==> config.mk <==
export PLATFORM = sky130hd
export DESIGN_NAME = level_shifted_pwm_modulator
export DESIGN_NICKNAME = d
export VERILOG_FILES = /design/src/rtl/level_shifted_pwm_modulator.sv
export SDC_FILE = /design/constraint.sdc
export NUM_CORES = 1
export LEC_CHECK = 0
export CORE_ASPECT_RATIO = 1.2
export CORE_MARGIN = 1
export CORE_UTILIZATION = 62
export CTS_CLUSTER_SIZE = 8
export DETAILED_ROUTE_END_ITERATION = 6
export PLACE_DENSITY = 0.87
export SLEW_MARGIN = 20
export SYNTH_ARGS = -nofsm -noshare
export SYNTH_HDL_FRONTEND = slang
export SYNTH_SLANG_ARGS = --single-unit
==> constraint.sdc <==
create_clock -name clk -period 5.6 [get_ports clk]
set_input_delay 0.84 -clock clk [delete_from_list [all_inputs] [get_ports clk]]
set_output_delay 0.84 -clock clk [all_outputs]
set_load 0.05 [all_outputs]
==> src/rtl/level_shifted_pwm_modulator.sv <==
// Level-shifted PWM modulator for two cascaded H-bridges: double-buffered reference,
// registered carrier compare and four dead-time protected gate legs with fault latch.
module level_shifted_pwm_modulator #(
  parameter int DATA_WIDTH = 16,
  parameter int DT_WIDTH   = 8
) (
  input  logic                         clk,
  input  logic                         rst,
  input  logic                         enable,
  input  logic signed [DATA_WIDTH-1:0] mod_in,
  input  logic                         mod_valid,
  input  logic signed [DATA_WIDTH-1:0] carrier1,
  input  logic signed [DATA_WIDTH-1:0] carrier2,
  input  logic                         sync_pulse,
  input  logic [DT_WIDTH-1:0]          deadtime_cycles,
  input  logic                         fault,
  input  logic                         fault_clear,
  output logic [3:0]                   pwm_hi,
  output logic [3:0]                   pwm_lo,
  output logic signed [2:0]            out_level,
  output logic                         fault_latched,
  output logic                         running
);

  localparam logic signed [DATA_WIDTH-1:0] S_MIN = {1'b1, {(DATA_WIDTH-1){1'b0}}};
  localparam logic signed [DATA_WIDTH-1:0] S_MAX = {1'b0, {(DATA_WIDTH-1){1'b1}}};

  typedef enum logic [2:0] {OFF, DEAD_TO_HI, HI_ON, DEAD_TO_LO, LO_ON} leg_state_t;

  logic signed [DATA_WIDTH-1:0] shadow, active, mod_inv;
  logic [3:0]                   cmp_d, cmp_q;
  logic signed [2:0]            level_d;
  leg_state_t                   state [4];
  leg_state_t                   state_nxt [4];
  logic [DT_WIDTH-1:0]          cnt [4];
  logic [DT_WIDTH-1:0]          cnt_nxt [4];
  logic [3:0]                   hi_d, lo_d;
  logic                         kill;

  // A simultaneous write and sync bypasses the shadow so the new value takes effect now.
  always_ff @(posedge clk) begin
    if (rst) begin
      shadow <= '0;
      active <= '0;
    end else begin
      if (mod_valid) shadow <= mod_in;
      if (mod_valid && sync_pulse) active <= mod_in;
      else if (sync_pulse) active <= shadow;
    end
  end

  assign mod_inv = (active == S_MIN) ? S_MAX : -active;

  always_comb begin
    cmp_d   = {mod_inv > carrier2, active > carrier2, mod_inv > carrier1, active > carrier1};
    level_d = ($signed({2'b00, cmp_d[0]}) - $signed({2'b00, cmp_d[1]}))
            + ($signed({2'b00, cmp_d[2]}) - $signed({2'b00, cmp_d[3]}));
  end

  always_ff @(posedge clk) begin
    if (rst) begin
      cmp_q         <= '0;
      out_level     <= '0;
      fault_latched <= 1'b0;
    end else begin
      cmp_q     <= cmp_d;
      out_level <= level_d;
      if (fault) fault_latched <= 1'b1;
      else if (fault_clear) fault_latched <= 1'b0;
    end
  end

  assign kill = fault | fault_latched | ~enable;

  always_ff @(posedge clk) begin
    for (int i = 0; i < 4; i++) begin
      if (rst) begin
        state[i] <= OFF;
        cnt[i]   <= '0;
      end else begin
        state[i] <= state_nxt[i];
        cnt[i]   <= cnt_nxt[i];
      end
    end
  end

  // With zero dead time the dead state is skipped so the switchover happens on one edge.
  always_comb begin
    for (int i = 0; i < 4; i++) begin
      state_nxt[i] = state[i];
      cnt_nxt[i]   = cnt[i];
      if (kill) begin
        state_nxt[i] = OFF;
      end else begin
        case (state[i])
          OFF: if (sync_pulse) begin
            state_nxt[i] = cmp_q[i] ? DEAD_TO_HI : DEAD_TO_LO;
            cnt_nxt[i]   = deadtime_cycles;
          end
          LO_ON: if (cmp_q[i]) begin
            state_nxt[i] = DEAD_TO_HI;
            cnt_nxt[i]   = deadtime_cycles;
          end
          HI_ON: if (!cmp_q[i]) begin
            state_nxt[i] = DEAD_TO_LO;
            cnt_nxt[i]   = deadtime_cycles;
          end
          DEAD_TO_HI: begin
            if (!cmp_q[i]) state_nxt[i] = LO_ON;
            else if (cnt[i] <= DT_WIDTH'(1)) state_nxt[i] = HI_ON;
            else cnt_nxt[i] = cnt[i] - DT_WIDTH'(1);
          end
          DEAD_TO_LO: begin
            if (cmp_q[i]) state_nxt[i] = HI_ON;
            else if (cnt[i] <= DT_WIDTH'(1)) state_nxt[i] = LO_ON;
            else cnt_nxt[i] = cnt[i] - DT_WIDTH'(1);
          end
          default: state_nxt[i] = OFF;
        endcase
        if (state_nxt[i] != state[i] && deadtime_cycles == '0) begin
          if (state_nxt[i] == DEAD_TO_HI) state_nxt[i] = HI_ON;
          else if (state_nxt[i] == DEAD_TO_LO) state_nxt[i] = LO_ON;
        end
      end
    end
  end

  // Gates are decoded from one state per leg, and forced low on the edge a shutdown is seen.
  always_comb begin
    running = 1'b0;
    for (int i = 0; i < 4; i++) begin
      hi_d[i] = ~kill & (state[i] == HI_ON);
      lo_d[i] = ~kill & (state[i] == LO_ON);
      if (state[i] != OFF) running = 1'b1;
    end
  end

  always_ff @(posedge clk) begin
    if (rst) begin
      pwm_hi <= '0;
      pwm_lo <= '0;
    end else begin
      pwm_hi <= hi_d;
      pwm_lo <= lo_d;
    end
  end

endmodule

==> results.json, run 1 <==
{
  "run_status": "complete, but fails checks",
  "violations": "design-rule violations",
  "tritoncts": "built",
  "reg2regPathDepth": 17,
  "path_class": "register to register",
  "synth_compound_area_share_pct": 23.2,
  "wirelength_mm": 19.2,
  "hold_viol": 0,
  "area_delta_synth_final_pct": 15.7,
  "antenna_found_initial": 0,
  "grt_overflow": 0,
  "synthAdderAreaFrac_pct": 14.2,
  "synth.area.mux_share_pct": 3.25,
  "cp_data_arrival_time_ps": 4610,
  "timing.critical_path.from_type": "register",
  "path_cells": "nor4_1 -> nand3_1 -> nor2_1 -> nand2_1 -> nand2_1 -> ha_1 -> a2111oi_0 -> o21ai_0 -> o221ai_1 -> a311o_1 -> nand2_1 -> ha_1 -> inv_1 -> ha_1 -> inv_1 -> fa_1 -> nor2_1",
  "die_h_um": 117,
  "whs_ps": 491,
  "grt_pass1_vias": 6577,
  "track_usage_pct": 34.4,
  "synth_xor_area_share_pct": 1.80,
  "drv_cap": 0,
  "slew_viol_final": 0,
  "critPathLaunch": "active[6]",
  "design_area_um2": 7900,
  "peakVddDrop_mv": 0.175,
  "crit_path_end_kind": "register",
  "num_antenna_cells": 0,
  "r2r-end": "out_level[1]",
  "synth_area_leaders": "dfxtp_1, ha_1, nor2_1",
  "ys_ff_latch": 92,
  "viasPerCell": 6.41,
  "clock_latency_ps": 350,
  "clockBufferDepth": 2,
  "dr.first_iter.drc_count": 394,
  "holdBufCountCts": 0,
  "worstPathRequired_ps": 5840,
  "finalSetupTns_ps": 0,
  "final_core_util_pct": 74.3,
  "hp-class": "register to register",
  "synthArstFlopShare_pct": 0,
  "grt_max_degree": 43,
  "cp_top_family": "simple AND/OR/NAND/NOR gates",
  "worst_pin_slew_ps": 1120,
  "preCtsSetupSlack_ps": 1280,
  "clock.fmax_ghz": 0.229,
  "cp-endpoint": "out_level[1]",
  "period_minus_slack_ps": 4370,
  "path_buf_inv": 2,
  "dp_hpwl_mm": 14.6,
  "ant_nets": 0,
  "rows": 41,
  "yosysMostFrequentCell": "dfxtp_1",
  "cts_setup_buffers": 0,
  "rsz0062_at_grt": "false",
  "wire_per_inst_um": 18.1,
  "finalWeightedCongestion": 0.954,
  "syn_area_um2": 6820,
  "place_area_um2": 7570,
  "core_area_um2": 10600,
  "nFillCells": 854,
  "multi_input_area_um2": 4570,
  "chipWidth_um": 97.8,
  "synth-edff-count": 0,
  "fin_nets": 1069,
  "synth_top_family_by_area": "simple AND/OR/NAND/NOR gates",
  "timing.final.crit_share_pct": 78.1,
  "critical-path-max-stage-delay_ps": 590,
  "drc": 14,
  "placed_cells": 1047,
  "numPortBuffers": 75,
  "netlist_instances": 887,
  "htreeDepth": 3,
  "ioPinCount": 76,
  "fin_ws_ps": 1230,
  "skew_ps": 6.23,
  "yosys.area.top_type_share_pct": 27.0,
  "drive_above_1_share_pct": 4.50,
  "ctsResizeCount": 0,
  "cp_max_fo": 12,
  "synthDistinctLibCells": 68,
  "clkTransAtPathRegs_ps": 70,
  "initial_utilization_pct": 64.2,
  "finalSetupViolCount": 0,
  "dieArea_um2": 11400,
  "route.vias.total": 6819,
  "cts-root-buf": "clkbuf_16",
  "cts_sinks": 92,
  "grt_pass1_wl_mm": 31.2,
  "crit_slowest_cell": "nor4_1",
  "rrSetupSlack_ps": 1230,
  "finalPower_mw": 1.97,
  "max_slew_margin_pct": 25.4,
  "final_cells": 1063,
  "synth_common_cells": "dfxtp_1, nor2_1, ha_1, nand2_1, a21oi_1",
  "syn_area_per_cell_um2": 7.69,
  "synthFlopType": "dfxtp_1",
  "cts_buffers": 9,
  "p_leak_nw": 3.34,
  "r2r_start": "active[6]",
  "register_area_um2": 1840,
  "syn_nets": 1027,
  "cp.depth": 17,
  "yosys.area.top_type": "dfxtp_1",
  "yosysWarnings": 0,
  "dr.pass1.iters": 7,
  "cellPowerDensity_nw_per_um2": 249,
  "synth-simple-area-share_pct": 24.4,
  "seq_area_frac_synth_pct": 27.0
}
cells in the final DEF (no fill, tap or decap), types with 6 or more instances in the layout:
cell | synthesis | routed
a211oi_1 | 35 | 35
a21o_1 | 9 | 9
a21oi_1 | 65 | 65
a31o_2 | 6 | 6
a31oi_1 | 8 | 8
and3_1 | 7 | 7
clkbuf_16 | 0 | 9
clkdlybuf4s50_1 | 0 | 74
dfxtp_1 | 92 | 92
ha_1 | 76 | 76
inv_1 | 62 | 62
mux2i_1 | 21 | 21
nand2_1 | 76 | 76
nand2b_1 | 21 | 21
nand3_1 | 18 | 18
nand4_1 | 10 | 10
nor2_1 | 91 | 91
nor2b_1 | 17 | 17
nor3_1 | 29 | 29
nor4_1 | 14 | 14
o21a_1 | 9 | 9
o21ai_0 | 52 | 52
or2_2 | 10 | 10
or3_1 | 10 | 10
or4_1 | 7 | 7
xnor2_1 | 6 | 6
xor2_1 | 8 | 8
metal layers:
layer | wire length [µm] | track usage, % | share of wire [%] | up-vias
met1 | 7710 | 38.9 | 40 | 3172
met3 | 1040 | 3.86 | 5.4 | 63
met2 | 9590 | 63.3 | 50 | 273
met4 | 862 | 19.9 | 4.5 | 0
li1 | - | - | - | 3311
met5 | 0 | 0 | 0 | -
sequential cells by signal, summed over array words and instances (netlist names):
| name | count |
|---|---|
| cmp_q | 4 |
| out_level | 3 |
| state | 12 |
| cnt | 32 |
| fault_latched | 1 |
| pwm_lo | 4 |
| active | 16 |
| shadow | 16 |
| pwm_hi | 4 |
cells by family (layout without fill, tap and decap cells):
kind of cell               after synthesis  count (layout)
and+or+nand+nor                        334             334
adders and majority gates               77              77
AOI/OAI and AO/OA                      239             239
muxes                                   22              22
xor gates and xnor gates                14              14
DFF                                     92              92
buffers and inverters                  109             156
worst min path at each step:
stage,start,end,slack [ps],depth (start not counted)
after floorplan,shadow[0],shadow[0],460,2
after CTS,cnt[3][6],cnt[3][6],490,2
after global routing,cnt[1][6],cnt[1][6],520,1
after detailed placement,shadow[15],shadow[15],480,2
final,cnt[3][6],cnt[3][6],490,2
after global placement,shadow[9],shadow[9],470,2
tightest hold or removal path, stage by stage (launching register included):
cell and delay (ps):
dfxtp_1 320, o21ai_0 70, a21oi_1 60
report_power, final:
part | total [mW] | switching, mW | internal, mW
Sequential | 0.739 | 0.0469 | 0.692
Combinational | 0.552 | 0.315 | 0.237
Clock | 0.677 | 0.280 | 0.397
Total | 1.97 | 0.643 | 1.33
layout make-up:
cell class | instances | share of cell area [%]
Timing Repair Buffer | 78 | 9.73
Sequential cell | 92 | 23.3
Inverter | 62 | 2.95
Multi-Input combinational cell | 686 | 57.8
Tap cell | 129 | 2.04
Clock inverter | 6 | 1.20
Clock buffer | 10 | 2.90
Note: power is estimated with default switching activity, not from simulation.
==> inputs of run 2 (changes only) <==
--- a/config.mk
+++ b/config.mk
@@ -7,10 +7,10 @@
 export LEC_CHECK = 0
 export CORE_ASPECT_RATIO = 1.2
 export CORE_MARGIN = 1
-export CORE_UTILIZATION = 62
+export CORE_UTILIZATION = 58
 export CTS_CLUSTER_SIZE = 8
 export DETAILED_ROUTE_END_ITERATION = 6
-export PLACE_DENSITY = 0.87
+export PLACE_DENSITY = 0.82
 export SLEW_MARGIN = 20
 export SYNTH_ARGS = -nofsm -noshare
 export SYNTH_HDL_FRONTEND = slang
==> constraint.sdc (replaced) <==
create_clock -name clk -period 4.18 [get_ports clk]
set_input_delay 0.627 -clock clk [delete_from_list [all_inputs] [get_ports clk]]
set_output_delay 0.627 -clock clk [all_outputs]
set_load 0.05 [all_outputs]
==> run 2 against run 1 <==
  * The flow now finishes without violations
  * Die area increased by 6.8%
  * Worst setup slack got worse by 930 ps
  * Non-clock buffer count increased by 14
  * Combinational power increased by 37%
  * Cell count increased by 4.0%
  * Final area increased by 1.7%
  * Worst hold slack got worse by 1.8 ps
  * Sequential power increased by 33%
  * Critical endpoint unchanged
  * Largest cell class unchanged
  * Largest power group unchanged
==> results.json, run 2 (synthesis gave the netlist of run 1 again) <==
{
  "cp_max_fo": 12,
  "layout_commonest_cell": "dfxtp_1",
  "period_minus_slack_ps": 3890,
  "cp-endpoint": "out_level[1]",
  "dp_hpwl_mm": 13.4,
  "drive_above_1_share_pct": 6.75,
  "hp-class": "register to register",
  "run_status": "finished clean",
  "finalWeightedCongestion": 0.940,
  "dieArea_um2": 12200,
  "drv_cap": 0,
  "finalSetupViolCount": 0,
  "p_leak_nw": 3.39,
  "wire_per_inst_um": 16.6,
  "htreeDepth": 3,
  "clock_latency_ps": 350,
  "r2r_start": "active[12]",
  "tritoncts": "built",
  "grt_pass1_vias": 6398,
  "max_slew_margin_pct": 26.6,
  "cts-root-buf": "clkbuf_16",
  "holdBufCountCts": 0,
  "viasPerCell": 6.14,
  "grt_pass1_wl_mm": 29.5,
  "final_cells": 1105,
  "largest_reg_flops": 32,
  "reg.largest.list": "cnt x32, active x16, shadow x16",
  "clkTransAtPathRegs_ps": 70,
  "antenna_found_initial": 0,
  "route.vias.total": 6785,
  "final_core_util_pct": 69.8,
  "dr.pass1.iters": 5,
  "skew_ps": 4.67,
  "critPathLaunch": "active[12]",
  "hold_viol": 0,
  "rrSetupSlack_ps": 290,
  "peakVddDrop_mv": 0.200,
  "core_area_um2": 11500,
  "cellPowerDensity_nw_per_um2": 315,
  "rows": 43,
  "numPortBuffers": 75,
  "placed_cells": 1089,
  "clock.fmax_ghz": 0.257,
  "reg2regPathDepth": 17,
  "cp_data_arrival_time_ps": 4100,
  "crit_path_end_kind": "register",
  "ant_nets": 0,
  "dr.first_iter.drc_count": 442,
  "worstPathRequired_ps": 4390,
  "r2r-end": "out_level[1]",
  "layout_common_cells": "dfxtp_1, nor2_1, ha_1",
  "die_h_um": 121,
  "ctsResizeCount": 0,
  "regMostFlops": "cnt",
  "grt_max_degree": 70,
  "ioPinCount": 76,
  "holdPathStages": 2,
  "design_area_um2": 8030,
  "cts_setup_buffers": 0,
  "track_usage_pct": 30.8,
  "clockBufferDepth": 2,
  "timing.final.crit_share_pct": 93.0,
  "slew_viol_final": 0,
  "chipWidth_um": 101,
  "fin_ws_ps": 295,
  "finalSetupTns_ps": 0,
  "place_area_um2": 7710,
  "fin_nets": 1083,
  "area_delta_synth_final_pct": 17.7,
  "worst_pin_slew_ps": 1100,
  "cts_buffers": 9,
  "path_class": "register to register",
  "wirelength_mm": 18.3,
  "cts_sinks": 92,
  "initial_utilization_pct": 59.2,
  "num_antenna_cells": 0,
  "timing.critical_path.from_type": "register",
  "preCtsSetupSlack_ps": 135,
  "drc": 0,
  "grt_overflow": 0
}
==> run 2: cell count changes in the layout (fill, tap and decap cells not counted), sizes merged <==
cell	before	now
buf	4	18
bufinv	2	0
clkinvlp	0	3
inv	64	63
==> run 2: worst min path at each step <==
stage,startpoint,end,slack (ps)
2_1_floorplan,shadow[0],shadow[0],460
3_3_place_gp,shadow[14],shadow[14],470
3_5_place_dp,shadow[14],shadow[14],480
4_1_cts,cnt[3][6],cnt[3][6],490
5_1_grt,shadow[2],shadow[2],520
6_report,cnt[3][6],cnt[3][6],490
==> run 2: critical path: stages (launching register included) <==
cell and delay [ps]:
dfxtp_1 370, nor3_1 370, nand3_1 200, nor2_2 180
nand2_2 180, nand2_1 150, ha_1 250, a21o_1 180
a211oi_1 270, a31o_2 220, o21ai_0 100, a211oi_1 250
ha_1 260, inv_1 60, ha_1 130, inv_1 50
fa_1 470, nor2_1 40
==> run 2: report_power, final <==
group,leakage (nW),switching (mW),internal (mW)
clock network,0.131,0.368,0.424
logic,2.50,0.424,0.331
registers,0.753,0.0543,0.928
==> run 2: area by class of cell <==
| cell class | instances | area (µm²) |
|---|---|---|
| flip-flops and latches | 92 | 1840 |
| repair buffers | 92 | 873 |
| fillers | 987 | 3480 |
| multi-input cells | 686 | 4600 |
| clock buffers | 10 | 239 |
| well taps | 157 | 196 |
| inverters | 62 | 233 |
| clock inverters | 6 | 48.8 |
==> run 2: per-layer routing <==
metal / vias up / GRT usage, % / wire [µm] / share of wire [%]
met5: - / 0 / 0 / 0
li1: 3348 / - / - / -
met3: 64 / 4.16 / 1060 / 5.8
met2: 255 / 53.4 / 8930 / 49
met1: 3118 / 35.3 / 7480 / 41
met4: 0 / 19.4 / 850 / 4.6
==> run 2: through the flow <==
stage / hold WS [ps] / total power, mW
after floorplan: 456 / 1.50
after global placement: 469 / 1.72
after detailed placement: 479 / 1.74
after CTS: 488 / 2.52
after global routing: 515 / 2.67
final: 489 / 2.53
==> inputs of run 3 (changes only) <==
--- a/config.mk
+++ b/config.mk
@@ -8,8 +8,8 @@
 export CORE_ASPECT_RATIO = 1.2
 export CORE_MARGIN = 1
 export CORE_UTILIZATION = 58
-export CTS_CLUSTER_SIZE = 8
 export DETAILED_ROUTE_END_ITERATION = 6
+export HOLD_SLACK_MARGIN = 0.05
 export PLACE_DENSITY = 0.82
 export SLEW_MARGIN = 20
 export SYNTH_ARGS = -nofsm -noshare
==> results of run 3 <==
Same layout as run 2: the final DEF is identical, and so are final timing and power.
